==> config.mk <==
export PLATFORM = sky130hd
export DESIGN_NAME = post_mem_arbiter
export DESIGN_NICKNAME = d
export VERILOG_FILES = /design/src/rtl/post_mem_arbiter.sv
export SDC_FILE = /design/constraint.sdc
export NUM_CORES = 1
export LEC_CHECK = 0
export CAP_MARGIN = 20
export CELL_PAD_IN_SITES_DETAIL_PLACEMENT = 0
export CELL_PAD_IN_SITES_GLOBAL_PLACEMENT = 1
export CORE_UTILIZATION = 27
export DETAILED_ROUTE_END_ITERATION = 6
export PLACE_DENSITY_LB_ADDON = 0.1
export SLEW_MARGIN = 20
export SYNTH_ARGS = -nofsm -noshare
export SYNTH_HDL_FRONTEND = slang
export SYNTH_SLANG_ARGS = --single-unit
==> constraint.sdc <==
create_clock -name CLK -period 1.6 [get_ports CLK]
set_clock_uncertainty 0.2 [all_clocks]
set_input_delay 0.32 -clock CLK [delete_from_list [all_inputs] [get_ports CLK]]
set_output_delay 0.32 -clock CLK [all_outputs]
set_load 0.02 [all_outputs]
==> src/rtl/post_mem_arbiter.sv <==
`default_nettype none
// ============================================================================
// Module   : post_mem_arbiter
// Purpose  : Two-port round-robin arbiter that shares one synchronous RAM
//            (Post data tape / code store) between the SPI controller
//            (port A) and the Post CPU (port B). Accesses are serialised
//            through a four-state FSM (IDLE, ISSUE, DATA, DONE) and each
//            requester gets a one-cycle registered ACK with registered
//            read data.
// Ports    : CLK, RST (async, active-low)
//            A_REQ/A_WE/A_ADD/A_DIN/A_EN -> A_ACK/A_DOUT   (SPI side)
//            B_REQ/B_WE/B_ADD/B_DIN/B_EN -> B_ACK/B_DOUT   (CPU side)
//            MEM_WE/MEM_ADD/MEM_DIN, MEM_DOUT               (RAM side)
//            BUSY : high whenever the FSM is not in IDLE
// Revision : 1.0 - initial release
// ============================================================================
module post_mem_arbiter #(
  parameter int DATA_WIDTH = 1,
  parameter int ADD_WIDTH  = 8
) (
  input  logic                  CLK,
  input  logic                  RST,
  // Port A (SPI controller)
  input  logic                  A_REQ,
  input  logic                  A_WE,
  input  logic [ADD_WIDTH-1:0]  A_ADD,
  input  logic [DATA_WIDTH-1:0] A_DIN,
  input  logic                  A_EN,
  output logic                  A_ACK,
  output logic [DATA_WIDTH-1:0] A_DOUT,
  // Port B (CPU)
  input  logic                  B_REQ,
  input  logic                  B_WE,
  input  logic [ADD_WIDTH-1:0]  B_ADD,
  input  logic [DATA_WIDTH-1:0] B_DIN,
  input  logic                  B_EN,
  output logic                  B_ACK,
  output logic [DATA_WIDTH-1:0] B_DOUT,
  // RAM side
  output logic                  MEM_WE,
  output logic [ADD_WIDTH-1:0]  MEM_ADD,
  output logic [DATA_WIDTH-1:0] MEM_DIN,
  input  logic [DATA_WIDTH-1:0] MEM_DOUT,
  output logic                  BUSY
);

  typedef enum logic [1:0] {
    S_IDLE  = 2'd0,
    S_ISSUE = 2'd1,
    S_DATA  = 2'd2,
    S_DONE  = 2'd3
  } state_t;

  localparam logic PORT_A = 1'b0;
  localparam logic PORT_B = 1'b1;

  state_t                state_q, state_d;
  logic                  last_q,  last_d;   // port served most recently
  logic                  owner_q, owner_d;  // port owning the current access
  logic                  we_q,    we_d;
  logic [ADD_WIDTH-1:0]  add_q,   add_d;    // doubles as MEM_ADD
  logic [DATA_WIDTH-1:0] din_q,   din_d;    // doubles as MEM_DIN
  logic [DATA_WIDTH-1:0] a_dout_q, a_dout_d;
  logic [DATA_WIDTH-1:0] b_dout_q, b_dout_d;
  logic                  a_ack_q, a_ack_d;
  logic                  b_ack_q, b_ack_d;
  logic                  busy_q,  busy_d;

  logic a_vld, b_vld, grant;

  assign a_vld = A_REQ & A_EN;
  assign b_vld = B_REQ & B_EN;

  // On a tie the port not served last wins; otherwise the lone requester.
  assign grant = (a_vld && b_vld) ? ~last_q : (b_vld ? PORT_B : PORT_A);

  always_comb begin
    state_d  = state_q;
    last_d   = last_q;
    owner_d  = owner_q;
    we_d     = we_q;
    add_d    = add_q;
    din_d    = din_q;
    a_dout_d = a_dout_q;
    b_dout_d = b_dout_q;
    a_ack_d  = 1'b0;
    b_ack_d  = 1'b0;

    case (state_q)
      S_IDLE: begin
        if (a_vld || b_vld) begin
          state_d = S_ISSUE;
          last_d  = grant;
          owner_d = grant;
          we_d    = (grant == PORT_B) ? B_WE  : A_WE;
          add_d   = (grant == PORT_B) ? B_ADD : A_ADD;
          din_d   = (grant == PORT_B) ? B_DIN : A_DIN;
        end
      end
      S_ISSUE: state_d = S_DATA;
      S_DATA: begin
        state_d = S_DONE;
        // RAM output is valid now; capture for reads and raise the ACK
        // so that it is high during DONE together with valid DOUT.
        if (!we_q) begin
          if (owner_q == PORT_B) b_dout_d = MEM_DOUT;
          else                   a_dout_d = MEM_DOUT;
        end
        if (owner_q == PORT_B) b_ack_d = 1'b1;
        else                   a_ack_d = 1'b1;
      end
      S_DONE:  state_d = S_IDLE;
      default: state_d = S_IDLE;
    endcase

    busy_d = (state_d != S_IDLE);
  end

  always_ff @(posedge CLK or negedge RST) begin
    if (!RST) begin
      state_q  <= S_IDLE;
      last_q   <= PORT_B;
      owner_q  <= PORT_A;
      we_q     <= 1'b0;
      add_q    <= '0;
      din_q    <= '0;
      a_dout_q <= '0;
      b_dout_q <= '0;
      a_ack_q  <= 1'b0;
      b_ack_q  <= 1'b0;
      busy_q   <= 1'b0;
    end else begin
      state_q  <= state_d;
      last_q   <= last_d;
      owner_q  <= owner_d;
      we_q     <= we_d;
      add_q    <= add_d;
      din_q    <= din_d;
      a_dout_q <= a_dout_d;
      b_dout_q <= b_dout_d;
      a_ack_q  <= a_ack_d;
      b_ack_q  <= b_ack_d;
      busy_q   <= busy_d;
    end
  end

  // Address/data hold their value outside ISSUE/DATA simply because the
  // latch registers only reload on the next grant.
  assign MEM_WE  = (state_q == S_ISSUE) && we_q;
  assign MEM_ADD = add_q;
  assign MEM_DIN = din_q;
  assign A_ACK   = a_ack_q;
  assign B_ACK   = b_ack_q;
  assign A_DOUT  = a_dout_q;
  assign B_DOUT  = b_dout_q;
  assign BUSY    = busy_q;

endmodule
`default_nettype wire

### After elaboration in Yosys (flattened, before gate mapping)

Cells that the tools add are included.

| cells by class | value |
|---|---|
| $add $sub $neg | 0 |
| $mul | 0 |
| div/mod/pow operators | 0 |
| $lt $le $gt $ge | 0 |
| eq/ne operators | 3 |
| shifts and indexed selects | 0 |
| mux-type cells | 11 |
| bitwise operators | 5 |
| reduce and logical (&&, ||, !) cells | 8 |

Operators by type and width:

| cell | number |
|---|---|
| 1-bit 2-to-1 mux | 8 |
| 8-bit 2-to-1 mux | 1 |
| 2-bit case mux with 4 select lines | 1 |
| 3-bit AND reduction | 2 |
| 2-bit equality test, second input constant | 2 |
| 1-bit NOT | 3 |
| 1-bit bitwise AND | 2 |
| 2-bit by 1-bit equality test with 1-bit output, second input constant | 1 |
| 1-bit logical AND | 2 |
| 2-bit zero test | 1 |
| 2-bit 2-to-1 mux | 1 |
| 2-bit AND reduction | 1 |
| 2-bit nonzero test | 1 |
| 1-bit logical OR | 1 |

| storage, ports and cells | value |
|---|---|
| flip-flop bits (word level) | 19 |
| latch bits | 0 |
| RAM bits | 0 |
| bits in read-only memories | 0 |
| input port bits | 27 |
| output and inout bits | 15 |
| word-level logic and storage cells | 38 |
| memories kept | 0 |

### Logic depth before layout (Yosys ltp)

| depth | value |
|---|---|
| word-level depth | 5 |
| mapped depth | 5 |
| depth with buffers taken out | 5 |

### Worst setup path after synthesis

No wires, ideal clock.

| timing path | value |
|---|---|
| path kind | register to register |
| start point | reg state_q[0] |
| end point | reg a_dout_q, in the netlist A_DOUT |
| library setup time | 0.128 ns |
| data arrival time | 1.211 ns |
| required time | 1.272 ns |
| setup slack | 0.062 ns |
| cell stages (with the launch flop) | 6 |
| buffers on the path | 0 |
| clock period less this slack | 1.538 ns |
| cell sequence | dfrtp_1 -> inv_1 -> ha_1 -> nor2b_1 -> nor2b_1 -> mux2_1 |

| on the way | value |
|---|---|
| cells in the longest elaborated chain, start to end | 2 |

Ends and longest elaborated chain:

| element | line | RTL |
|---|---|---|
| start: declaration | 57 | `state_t state_q, state_d;` |
| start signal: assignment | 133 | `state_q <= state_d;` |
| 2-bit equality test | 89 | `case (state_q)` |
| 3-bit AND reduction (no source line) | n/a |  |
| end signal: assignment | 139 | `a_dout_q <= a_dout_d;` |
| end: declaration | 63 | `logic [DATA_WIDTH-1:0] a_dout_q, a_dout_d;` |

No other way between the ends.
A chain may end at the register's enable or synchronous reset.

### Worst setup path in the final report

| timing path | value |
|---|---|
| start point | reg state_q[1] |
| end point | out MEM_WE |

| on the way | value |
|---|---|
| cells in the longest elaborated chain, start to end | 2 |

Ends and longest elaborated chain:

| element | line | RTL |
|---|---|---|
| 2-bit by 1-bit equality test with 1-bit output | 149 | `assign MEM_WE = (state_q == S_ISSUE) && we_q;` |
| 1-bit logical AND | 149 |  |
| end: declaration | 40 | `output logic MEM_WE,` |

No other way between the ends.

==> impl_results.md <==
* Netlist area before placement at 937 sq um
* Worst setup path startpoint: state_q[1]
* Slew Limit Headroom at 83.4%
* Core box area at 3340 sq um
* Highest net fanout along the worst path at 2
* Clock-pin slew reported for the worst setup and hold paths after clock tree synthesis at 0.12 ns
* Number of sinks driven by the clock tree at 19
* Global-route wire length before repair at 4050 um
* Port buffer count at 41
* Number of global-route vias before repair at 879
* Area added between synthesis and finish at 75.8%
* Synthesized net count at 121
* Violated checks: negative setup slack
* GRT Max-Usage Layer: met2
* Final std cells w/o fill at 195
* Number of buffers created by CTS at 3
* Max-cap violation count at 0
* Setup violation total in the final timing report at 4
* Leak pwr at 0.693 nW
* WP data required at 1.08 ns
* Worst min path class: input pin to asynchronous set/reset pin
* RePlAce Congestion at 0.802
* Endpoint of the lowest-slack register-to-register path: A_DOUT
* Critical Path Sink: MEM_WE
* Number of placement rows at 21
* Number of primary I/O pins at 42
* Source of the worst register-to-register timing path: state_q[0]
* Final Instance Area at 1650 sq um
* Antenna-violating nets left at 0
* Met2 track demand over resource in global routing at 24.6%
* Setup repair after global routing missed its margin: true
* Final Worst Setup Slack at -0.0489 ns
* Cell count after placement at 188
* Number of antenna violations at the first check in global routing at 0
* Total number of nets in the final design at 181
* Drt wl/cell at 13.6 um
* Share of async-settable or async-resettable flops after synthesis at 100%
* Routed wire length at 2650 um
* Post-synthesis sequential area ratio at 50.9%
* GRT Overall Usage at 15.0%
* Die Y-Extent at 60.9 um
* Final core area utilization at 49.4%
* Warnings from Yosys at 0
* Antenna cell count at 0
* Number of enable flip-flop cells after synthesis at 0
* Met3 global-route usage at 1.28%
* Post-synth cell types at 24
* Register-to-Register Setup Slack at -0.04 ns
* Power density of the placed cells at 1590 nW/um^2
* Clock latency reported for the late side of the worst-skew pair at 0.29 ns
* Post-Syn Instances at 90
* Depth of the worst register-to-register path at 6
* Arr. time, crit path at 1.13 ns
* Depth of the CTS H-tree at 1
* Worst supply voltage drop on vdd at 434 uV
* Largest net degree at the start of global routing at 20
* CTS hold repair buffers at 0
* Most instantiated flip-flop cell in the synthesis netlist: sky130_fd_sc_hd__dfrtp_1
* Worst Setup End Kind: primary output
* Final cycle utilization of the critical path at 103%
* CTS root buf: sky130_fd_sc_hd__clkbuf_4
* Post-place instance area at 1520 sq um
* DRC violations left at 0
* Total negative slack for setup checks at -0.0993 ns
* Via-to-Cell Ratio at 4.86
* Number of synthesized register bits at 19
* Least-Margin Pin Slew at 0.249 ns
* Setup CP Type: flop to primary output
* Synth Area per Inst at 10.4 sq um
* DR iter-0 viols at 36
* Die ar. at 3710 sq um
* Max-slew violation count at 0
* Highest clock rate at 0.606 GHz
* Period minus WS final at 1.65 ns
* Remaining global-route overflow at 0
* Iteration count of the initial detailed-routing pass at 4
* Number of buffers on the longest clock path at 2
* Met1 routing resource usage after global routing at 20.5%
* Horizontal extent of the die at 60.9 um
* Startpoint kind of the worst setup timing path: flop
* Via count of the routed design at 948
* DP Wirelength at 1850 um
* Layout cell share with drive strength beyond 1 at 28.9%
* Initial core utilization at 28.1%
* Final Hold Vio Count at 0
* Outcome: finished, violations left
* Clock tree from TritonCTS: yes
* Hold slack final at 0.151 ns
flip-flops by register name, indices dropped and copies added (netlist names):
signal	cells
A_ACK	1
A_DOUT	1
BUSY	1
B_ACK	1
B_DOUT	1
MEM_ADD	8
MEM_DIN	1
last_q	1
owner_q	1
state_q	2
we_q	1
worst max-delay path, stage by stage, from the launching register on:
cell,delay (ns)
sky130_fd_sc_hd__dfrtp_1,0.40
sky130_fd_sc_hd__inv_2,0.06
sky130_fd_sc_hd__ha_2,0.15
sky130_fd_sc_hd__and2_4,0.13
sky130_fd_sc_hd__buf_6,0.10
logic make-up (layout without fill, tap and decap cells):
logic type	count (synthesis)	in the layout	synth area share [%]
compound gates	32	32	19.2
fa+ha+maj	4	4	5.34
buf+inv	9	68	4.67
flops	19	19	50.9
mux	4	4	5.61
simple gates	22	22	14.3
synth_stat cells, types with 2 or more instances:
cell                        n  area, sq um
sky130_fd_sc_hd__ha_1       4         50.1
sky130_fd_sc_hd__buf_2      2         10.0
sky130_fd_sc_hd__nand4_1   10         62.6
sky130_fd_sc_hd__inv_1      2         7.51
sky130_fd_sc_hd__clkbuf_1   4         15.0
sky130_fd_sc_hd__o21ai_0   10         50.1
sky130_fd_sc_hd__a31oi_1   10         62.6
sky130_fd_sc_hd__dfrtp_1   18          450
sky130_fd_sc_hd__mux2_1     2         22.5
sky130_fd_sc_hd__a21oi_1   10         50.1
sky130_fd_sc_hd__nor2b_1    3         18.8
sky130_fd_sc_hd__mux2_4     2         30.0
sky130_fd_sc_hd__and2_1     2         12.5
routing by layer:
layer / wire length [um] / share of wire [%] / vias to the layer above
met5: 0 / 0 / -
met4: 25 / 0.94 / 0
met3: 109 / 4.1 / 2
met2: 1290 / 49 / 31
met1: 1220 / 46 / 460
li1: - / - / 455
worst min path at each step:
stage,from,end,slack (ns),cells past startpoint
floorplan,RST,A_ACK,-0.18,0
global placement,A_DOUT,A_DOUT,0.27,1
detailed placement,B_DOUT,B_DOUT,0.28,1
CTS,RST,A_DOUT,0.16,2
global route,RST,MEM_DIN,0.17,2
finish,RST,MEM_DIN,0.15,2
final cells by class:
class                      count  area, sq um
fill                         335         1690
sequential                    19          477
clock buffer                   4         26.3
tap                           46         57.6
multi-input combinational     62          494
timing repair buffer          62          583
inverter                       2         10.0
report_power, final:
group | switching (mW) | total, mW | internal, mW
Clock | 0.149 | 0.246 | 0.0968
Sequential | 0.123 | 0.838 | 0.715
Combinational | 0.718 | 1.54 | 0.818
per-stage QoR:
step	total power [mW]	setup WS, ns
after floorplan	1.51	0.0617
after global placement	2.22	-0.220
after detailed placement	2.23	-0.280
after CTS	2.60	-0.112
after global routing	2.81	-0.104
final	2.62	-0.0489
cells in the final DEF (no fill, tap or decap), drive strengths merged, types with 4 or more instances in the layout:
cell type	instances
ha	4
clkdlybuf4s50	26
a21oi	10
dlygate4sd2	14
clkbuf	4
nand4	10
a31oi	10
buf	22
dfrtp	18
o21ai	10
mux2	4
repair_timing:
action,4_1_cts,5_1_grt
resized for setup,38,9
buffers inserted,4,1
pin swaps,3,5
setup endpoints to repair,28,16
No activity file was read; power rests on OpenSTA's default activity.
